<file path="src/rtl/subtractor_pkg.sv">
// Shared constants and FSM encoding for the multi-word subtract datapath.
package subtractor_pkg;
  localparam int WORD_W = 32;

  typedef enum logic {
    ST_FIRST = 1'b0,
    ST_MID   = 1'b1
  } state_e;
endpackage

</file>
<file path="src/rtl/multiword_subtract_sequencer.sv">
// Chains an external 32-bit subtractor across operand words (LSW first) with a
// registered valid/ready output stage and per-operation zero/borrow flags.
module multiword_subtract_sequencer
  import subtractor_pkg::*;
#(
  parameter int WORDS = 4
) (
  input  logic              clk,
  input  logic              rst,
  input  logic              in_valid,
  output logic              in_ready,
  input  logic [WORD_W-1:0] in_x,
  input  logic [WORD_W-1:0] in_y,
  input  logic              in_last,
  output logic [WORD_W-1:0] sub_x,
  output logic [WORD_W-1:0] sub_y,
  output logic              sub_b0,
  input  logic [WORD_W-1:0] sub_d,
  input  logic              sub_b32,
  output logic              out_valid,
  input  logic              out_ready,
  output logic [WORD_W-1:0] out_d,
  output logic              out_last,
  output logic              out_borrow,
  output logic              out_zero,
  output logic              len_err
);
  localparam int CW = (WORDS > 1) ? $clog2(WORDS) : 1;

  state_e            state_q, state_d;
  logic              borrow_q, borrow_d;
  logic [CW-1:0]     cnt_q, cnt_d;
  logic              zacc_q, zacc_d;
  logic              vld_q, vld_d;
  logic [WORD_W-1:0] d_q, d_d;
  logic              last_q, last_d;
  logic              bout_q, bout_d;
  logic              zero_q, zero_d;
  logic              lerr_q, lerr_d;

  logic accept, zacc_n, forced, is_last;

  assign in_ready = !vld_q || out_ready;
  assign accept   = in_valid && in_ready;
  assign sub_x    = in_x;
  assign sub_y    = in_y;
  assign sub_b0   = borrow_q;

  assign zacc_n  = zacc_q && (sub_d == '0);
  // Operand overran the word budget: close it here and flag the error.
  assign forced  = !in_last && (cnt_q == CW'(WORDS - 1));
  assign is_last = in_last || forced;

  always_comb begin
    state_d  = state_q;
    borrow_d = borrow_q;
    cnt_d    = cnt_q;
    zacc_d   = zacc_q;
    vld_d    = vld_q;
    d_d      = d_q;
    last_d   = last_q;
    bout_d   = bout_q;
    zero_d   = zero_q;
    lerr_d   = lerr_q;
    if (accept) begin
      vld_d = 1'b1;
      d_d   = sub_d;
      if (is_last) begin
        last_d   = 1'b1;
        bout_d   = sub_b32;
        zero_d   = zacc_n;
        state_d  = ST_FIRST;
        borrow_d = 1'b0;
        cnt_d    = '0;
        zacc_d   = 1'b1;
        if (forced) lerr_d = 1'b1;
      end else begin
        last_d   = 1'b0;
        bout_d   = 1'b0;
        zero_d   = 1'b0;
        state_d  = ST_MID;
        borrow_d = sub_b32;
        cnt_d    = cnt_q + 1'b1;
        zacc_d   = zacc_n;
      end
    end else if (out_ready) begin
      vld_d = 1'b0;
    end
  end

  always_ff @(posedge clk) begin
    if (rst) begin
      state_q  <= ST_FIRST;
      borrow_q <= 1'b0;
      cnt_q    <= '0;
      zacc_q   <= 1'b1;
      vld_q    <= 1'b0;
      d_q      <= '0;
      last_q   <= 1'b0;
      bout_q   <= 1'b0;
      zero_q   <= 1'b0;
      lerr_q   <= 1'b0;
    end else begin
      state_q  <= state_d;
      borrow_q <= borrow_d;
      cnt_q    <= cnt_d;
      zacc_q   <= zacc_d;
      vld_q    <= vld_d;
      d_q      <= d_d;
      last_q   <= last_d;
      bout_q   <= bout_d;
      zero_q   <= zero_d;
      lerr_q   <= lerr_d;
    end
  end

  assign out_valid  = vld_q;
  assign out_d      = d_q;
  assign out_last   = last_q;
  assign out_borrow = bout_q;
  assign out_zero   = zero_q;
  assign len_err    = lerr_q;
endmodule

</file>
<file path="config.mk">
export PLATFORM = sky130hd
export DESIGN_NAME = multiword_subtract_sequencer
export DESIGN_NICKNAME = d
export VERILOG_FILES = /design/src/rtl/subtractor_pkg.sv /design/src/rtl/multiword_subtract_sequencer.sv
export SDC_FILE = /design/constraint.sdc
export NUM_CORES = 1
export LEC_CHECK = 0
export BUFFER_PORTS_ARGS = -buffer_cell sky130_fd_sc_hd__buf_2
export CORE_ASPECT_RATIO = 0.7
export CORE_MARGIN = 2
export CORE_UTILIZATION = 32
export CTS_BUF_LIST = sky130_fd_sc_hd__clkbuf_8 sky130_fd_sc_hd__clkbuf_16
export CTS_CLUSTER_DIAMETER = 30
export DETAILED_ROUTE_END_ITERATION = 16
export PLACE_DENSITY = 0.78
export SLEW_MARGIN = 20
export SYNTH_ARGS = -nofsm -noshare
export SYNTH_HDL_FRONTEND = slang
export SYNTH_SLANG_ARGS = --single-unit
</file>
<file path="constraint.sdc">
create_clock -name clk -period 1.2 [get_ports clk]
set_input_delay 0.18 -clock clk [delete_from_list [all_inputs] [get_ports clk]]
set_output_delay 0.18 -clock clk [all_outputs]
set_load 0.01 [all_outputs]
</file>
==> flow_metrics.py, run 1 <==
metrics = {
    "floorplanning": {
        "start_util": 0.327,
        "core_mm2": 0.00613,
        "die_width_um": 98.5,
        "io_pins": 205,
        "rows": 24,
        "chipHeight_um": 70.2,
        "dieArea_mm2": 0.00691,
    },
    "place": {
        "gp_congestion": 0.765,
        "pre_cts_ws_ns": -0.394,
        "numPortBuffers": 76,
        "dp_hpwl_um": 3560,
        "dp.cells": 349,
    },
    "synthesis": {
        "synth_top_area_cell": "dfxtp_1",
        "synth_enable_flop_cells": 0,
        "synth_seq_cells": 41,
        "synth_common_cells": "69 x nand2_1, 64 x buf_4, 41 x dfxtp_1",
        "yosysWarnings": 0,
        "ys.flop_type": "dfxtp_1",
        "synth_area_leaders": "dfxtp_1 41%, buf_4 24%, nand2_1 13%",
        "synth_cells": 255,
        "synth_nets": 358,
        "netlist_area_mm2": 0.00200,
        "synth_cell_type_count": 23,
        "synthArstFlopShare": 0,
        "synth_top_area_frac": 0.410,
        "synth_area_per_cell_um2": 7.85,
        "ys_seq_area_frac": 0.410,
        "synth_most_common_cell": "nand2_1",
    },
    "power": {
        "p_leak_nw": 1.05,
        "power.density_mw_per_mm2": 1240,
        "vdd_drop_max_mv": 0.544,
    },
    "outcome": {
        "failed_checks": "setup timing",
        "status": "finished, violations left",
    },
    "cells_and_area": {
        "fin_cells": 358,
        "antennaDiodeCount": 0,
        "post-route-util": 0.373,
        "fin_nets": 382,
        "area.growth.synth_to_final_pct": 14.1,
        "final_layout_size_suffix_gt1_frac": 0.404,
    },
    "grt": {
        "grtUsageTotal": 0.148,
        "grt_pass1_wl_um": 8070,
        "grt.overflow.total": 0,
        "grt_max_degree": 40,
        "antenna_found_initial": 0,
        "first_global_vias": 1598,
    },
    "worst_hold_path": {
        "worstHoldPathType": "in2reg",
    },
    "critical_path": {
        "end_kind": "flop",
        "worstPathMaxFanout": 2,
        "path_class": "reg2reg",
        "critPathLaunchType": "flop",
        "crit_required_ns": 1.43,
        "crit_arrival_ns": 1.54,
    },
    "clock_tree": {
        "cts.reportedPaths.clkPinSlew_ns": 0.08,
        "tritoncts": "built",
        "clockBufferDepth": 2,
        "cts_made_buffers": 5,
        "cts_root_buffer": "clkbuf_8",
        "ctsHoldBuffers": 0,
        "clk_latency_ns": 0.29,
        "htreeDepth": 2,
        "cts_sinks": 41,
        "cts_setup_buffers": 0,
    },
    "sta": {
        "rsz0062_at_grt": "yes",
        "hold_violations": 0,
        "min_period_ns": 1.31,
        "fmax_mhz": 764,
        "tightest_slew_ns": 0.432,
        "tns_ns": -0.109,
        "final_max_slew_viol_count": 0,
        "setup_violations": 1,
        "worst_slack_ns": -0.109,
        "fin_skew_ns": 0.00599,
        "fin_crit_sh": 1.09,
        "slew_headroom": 0.712,
    },
    "route": {
        "drtPass1Iterations": 4,
        "routed-via-count": 1697,
        "antenna_left": 0,
        "viasPerCell": 4.74,
        "wl_um": 5190,
        "drt_iter0_drc": 65,
        "drc": 0,
        "wl_per_cell_um": 14.5,
    },
    "run": {
        "drv_cap": 0,
    },
}
==> through the flow <==
stage | total power (W) | hold WS, ns | instance area [µm²]
CTS | 0.00286 | 0.120 | 2250
global route | 0.00299 | 0.122 | 2280
detailed placement | 0.00193 | 0.360 | 2110
floorplan | 0.00192 | 0.302 | 2020
finish | 0.00283 | 0.136 | 2280
global placement | 0.00192 | 0.360 | 2110
==> area by class of cell <==
cell class              instances  area, µm²
flip-flops and latches         41        823
fillers                       653       3840
inverters                       3       11.3
multi-input cells             136        718
clock buffers                   5       68.8
clock inverters                 3       17.5
well taps                      78       97.6
repair buffers                 92        548
==> logic make-up after synthesis <==
family,share of synthesized area
adders and majority gates,0.00625
AOI/OAI and AO/OA,0.108
and+or+nand+nor,0.204
DFF,0.410
buffers and inverters,0.271
==> worst paths after layout <==
check | slack [ns] | to | depth (start not counted) | start
min reg2reg | 0.45 | out_d[8] | 2 | out_d[8]
min | 0.14 | out_d[8] | 3 | sub_d[8]
max | -0.11 | out_zero | 4 | zacc_q
max reg2reg | -0.11 | out_zero | 4 | zacc_q
==> registers in the layout, indices dropped and copies added (netlist names) <==
signal,flops
out_d,32
cnt_q,2
out_borrow,1
out_zero,1
out_last,1
zacc_q,1
len_err,1
sub_b0,1
out_valid,1
==> placed cells by master (no fill, tap or decap) <==
cell	n
clkbuf_8	5
o221ai_2	1
nand2_1	69
nor3_2	1
buf_2	73
a31oi_1	1
or4_4	1
nand3_1	3
buf_4	14
clkinvlp_4	1
nor2_1	5
buf_12	2
buf_8	1
nand3b_1	2
ha_2	1
clkinv_2	2
o21ai_0	1
nand4_1	2
o21ai_1	1
dfxtp_2	2
or4_1	1
and2_4	2
nor4b_4	1
inv_1	3
buf_6	2
a21oi_1	37
nor4_1	3
nand2b_4	1
dfxtp_1	39
nor4_4	3
==> per-layer routing <==
| metal | up-vias | GRT usage | share of wire |
|---|---|---|---|
| met5 | - | 0 | 0 |
| met4 | 0 | 0.0335 | 0.0048 |
| met3 | 6 | 0.0901 | 0.14 |
| met2 | 115 | 0.206 | 0.42 |
| met1 | 763 | 0.193 | 0.44 |
| li1 | 813 | - | - |
==> repair_timing <==
item | CTS | global route
resized for setup | 8 | 9
setup endpoints to repair | 7 | 34
gates cloned | 1 | 0
pin swaps | 3 | 1
endpoints found under the hold margin | 0 | 0
==> power breakdown <==
part	internal (W)	total (W)	switching (W)
clock	0.000402	0.000896	0.000495
sequential	0.00144	0.00147	0.0000356
combinational	0.000206	0.000463	0.000257
==> worst max-delay path, cell delays in order, from the launching register on <==
cell and delay [ns]:
dfxtp_2 0.34, nor4b_4 0.19, nand4_1 0.16, or4_1 0.43, o21ai_1 0.12
Power figures use the tool's default switching activity.
==> run 2, diff against run 1 <==
Settings changed: CORE_UTILIZATION 32 to 35, PLACE_DENSITY 0.78 to 0.81.
Clock period 1.2 ns to 1.5 ns, I/O delays scaled along.
==> flow_metrics.py, run 2 (same netlist as run 1, synthesis figures left out) <==
metrics = {
    "sta": {
        "min_period_ns": 1.37,
        "fmax_mhz": 729,
        "fin_hold_ws_ns": 0.174,
        "worst_slack_ns": 0.129,
        "fin_crit_sh": 0.914,
        "hold_violations": 0,
        "rsz0062_at_grt": "no",
        "tightest_slew_ns": 0.385,
        "fin_skew_ns": 0.00649,
        "setup_violations": 0,
        "slew_headroom": 0.742,
        "final_max_slew_viol_count": 0,
    },
    "power": {
        "vdd_drop_max_mv": 0.340,
        "power.density_mw_per_mm2": 1130,
        "power_w": 0.00240,
        "p_leak_nw": 1.00,
    },
    "cells_and_area": {
        "largest_reg_flops": 32,
        "fin_cells": 345,
        "layout_common_cells": "76 x buf_2, 69 x nand2_1, 41 x dfxtp_1",
        "antennaDiodeCount": 0,
        "fin_nets": 375,
        "final_area_mm2": 0.00213,
        "regArea_um2": 821,
        "final_common_cell": "buf_2",
        "area.growth.synth_to_final_pct": 6.50,
        "fillers": 571,
        "final_layout_size_suffix_gt1_frac": 0.352,
        "multiInputGateArea_um2": 638,
    },
    "outcome": {
        "status": "finished, final reports clean",
    },
    "worst_hold_path": {
        "min_from": "sub_d[23]",
        "worstHoldPathType": "in2reg",
        "holdPathStages": 3,
        "min_to": "out_d[23]",
    },
    "clock_tree": {
        "tritoncts": "built",
        "cts_setup_buffers": 0,
        "clockBufferDepth": 2,
        "cts_sinks": 41,
        "cts.reportedPaths.clkPinSlew_ns": 0.08,
        "cts_made_buffers": 5,
        "cts.repair.resized": 0,
        "htreeDepth": 2,
        "cts_root_buffer": "clkbuf_8",
        "ctsHoldBuffers": 0,
        "clk_latency_ns": 0.29,
    },
    "critical_path": {
        "path_cells": "nor4b_2 > nand4_1 > or4_1 > o21ai_1",
        "worst_path_largest_cell_delay_ns": 0.44,
        "crit_required_ns": 1.72,
        "worstSetupStartpoint": "zacc_q",
        "slowest_stage": "or4_1",
        "end_kind": "flop",
        "r2r-end": "out_zero",
        "worstReg2RegStart": "zacc_q",
        "r2r_setup_slack_ns": 0.13,
        "worstPathMaxFanout": 2,
        "rr_worst_depth": 4,
        "path_class": "reg2reg",
        "critPathLaunchType": "flop",
        "crit_arrival_ns": 1.59,
    },
    "grt": {
        "first_global_vias": 1532,
        "antenna_found_initial": 0,
        "grtUsageTotal": 0.147,
        "grt.overflow.total": 0,
        "grt_pass1_wl_um": 7110,
        "grt_max_degree": 25,
    },
    "route": {
        "wl_um": 4610,
        "viasPerCell": 4.78,
        "wl_per_cell_um": 13.4,
        "antenna_left": 0,
        "drtPass1Iterations": 4,
        "drc": 0,
        "routed-via-count": 1650,
        "drt_iter0_drc": 47,
    },
    "place": {
        "pre_cts_ws_ns": -0.142,
        "dp_hpwl_um": 3540,
        "post_dp_cell_area_mm2": 0.00202,
        "gp_congestion": 0.696,
        "dp.cells": 337,
        "numPortBuffers": 76,
    },
    "run": {
        "drv_cap": 0,
    },
    "floorplanning": {
        "start_util": 0.373,
        "chipHeight_um": 67.3,
        "rows": 22,
        "die_width_um": 94.4,
        "io_pins": 205,
        "dieArea_mm2": 0.00635,
        "core_mm2": 0.00537,
    },
}
run 2: cell count changes in the layout (fill, tap and decap cells not counted), sizes merged:
cell / previous run / this run
clkinv: 2 / 0
clkbuf: 5 / 6
bufinv: 0 / 1
buf: 92 / 86
clkinvlp: 1 / 0
and2: 2 / 1
inv: 3 / 4
run 2: how the worst max path moves through the flow:
| stage | endpoint | slack [ns] |
|---|---|---|
| floorplan | out_d[0] | 0.24 |
| global placement | out_zero | -0.14 |
| detailed placement | zacc_q | -0.14 |
| CTS | out_zero | 0.10 |
| global route | out_zero | 0.04 |
| finish | out_zero | 0.13 |
run 2: area by class of cell:
type	count	area share
flip-flops and latches	41	0.385
multi-input cells	135	0.299
inverters	3	0.00528
clock buffers	6	0.0387
well taps	72	0.0423
repair buffers	86	0.214
clock inverters	2	0.0158
run 2: metrics by stage:
| step | utilization | TNS, ns |
|---|---|---|
| after global routing | 0.397 | 0 |
| after CTS | 0.397 | 0 |
| after floorplan | - | 0 |
| after detailed placement | 0.376 | -0.270 |
| after global placement | 0.376 | -0.239 |
| final | 0.397 | 0 |
run 2: critical path, delay by kind of cell (launching register included):
| kind | cells | cell delay (ns) |
|---|---|---|
| compound gates | 1 | 0.13 |
| simple gates | 3 | 0.82 |
| flops | 1 | 0.35 |
run 2: power breakdown:
part / switching [W] / internal, W
clock network: 0.000377 / 0.000536
registers: 0.0000273 / 0.00115
logic: 0.000182 / 0.000131
run 2: routing by layer:
metal / routed length [µm] / part of all wire / vias up / GRT usage
li1: - / - / 796 / -
met1: 1960 / 0.43 / 741 / 0.163
met2: 1980 / 0.43 / 108 / 0.224
met3: 623 / 0.14 / 5 / 0.105
met4: 44 / 0.0095 / 0 / 0.0489
met5: 0 / 0 / - / 0
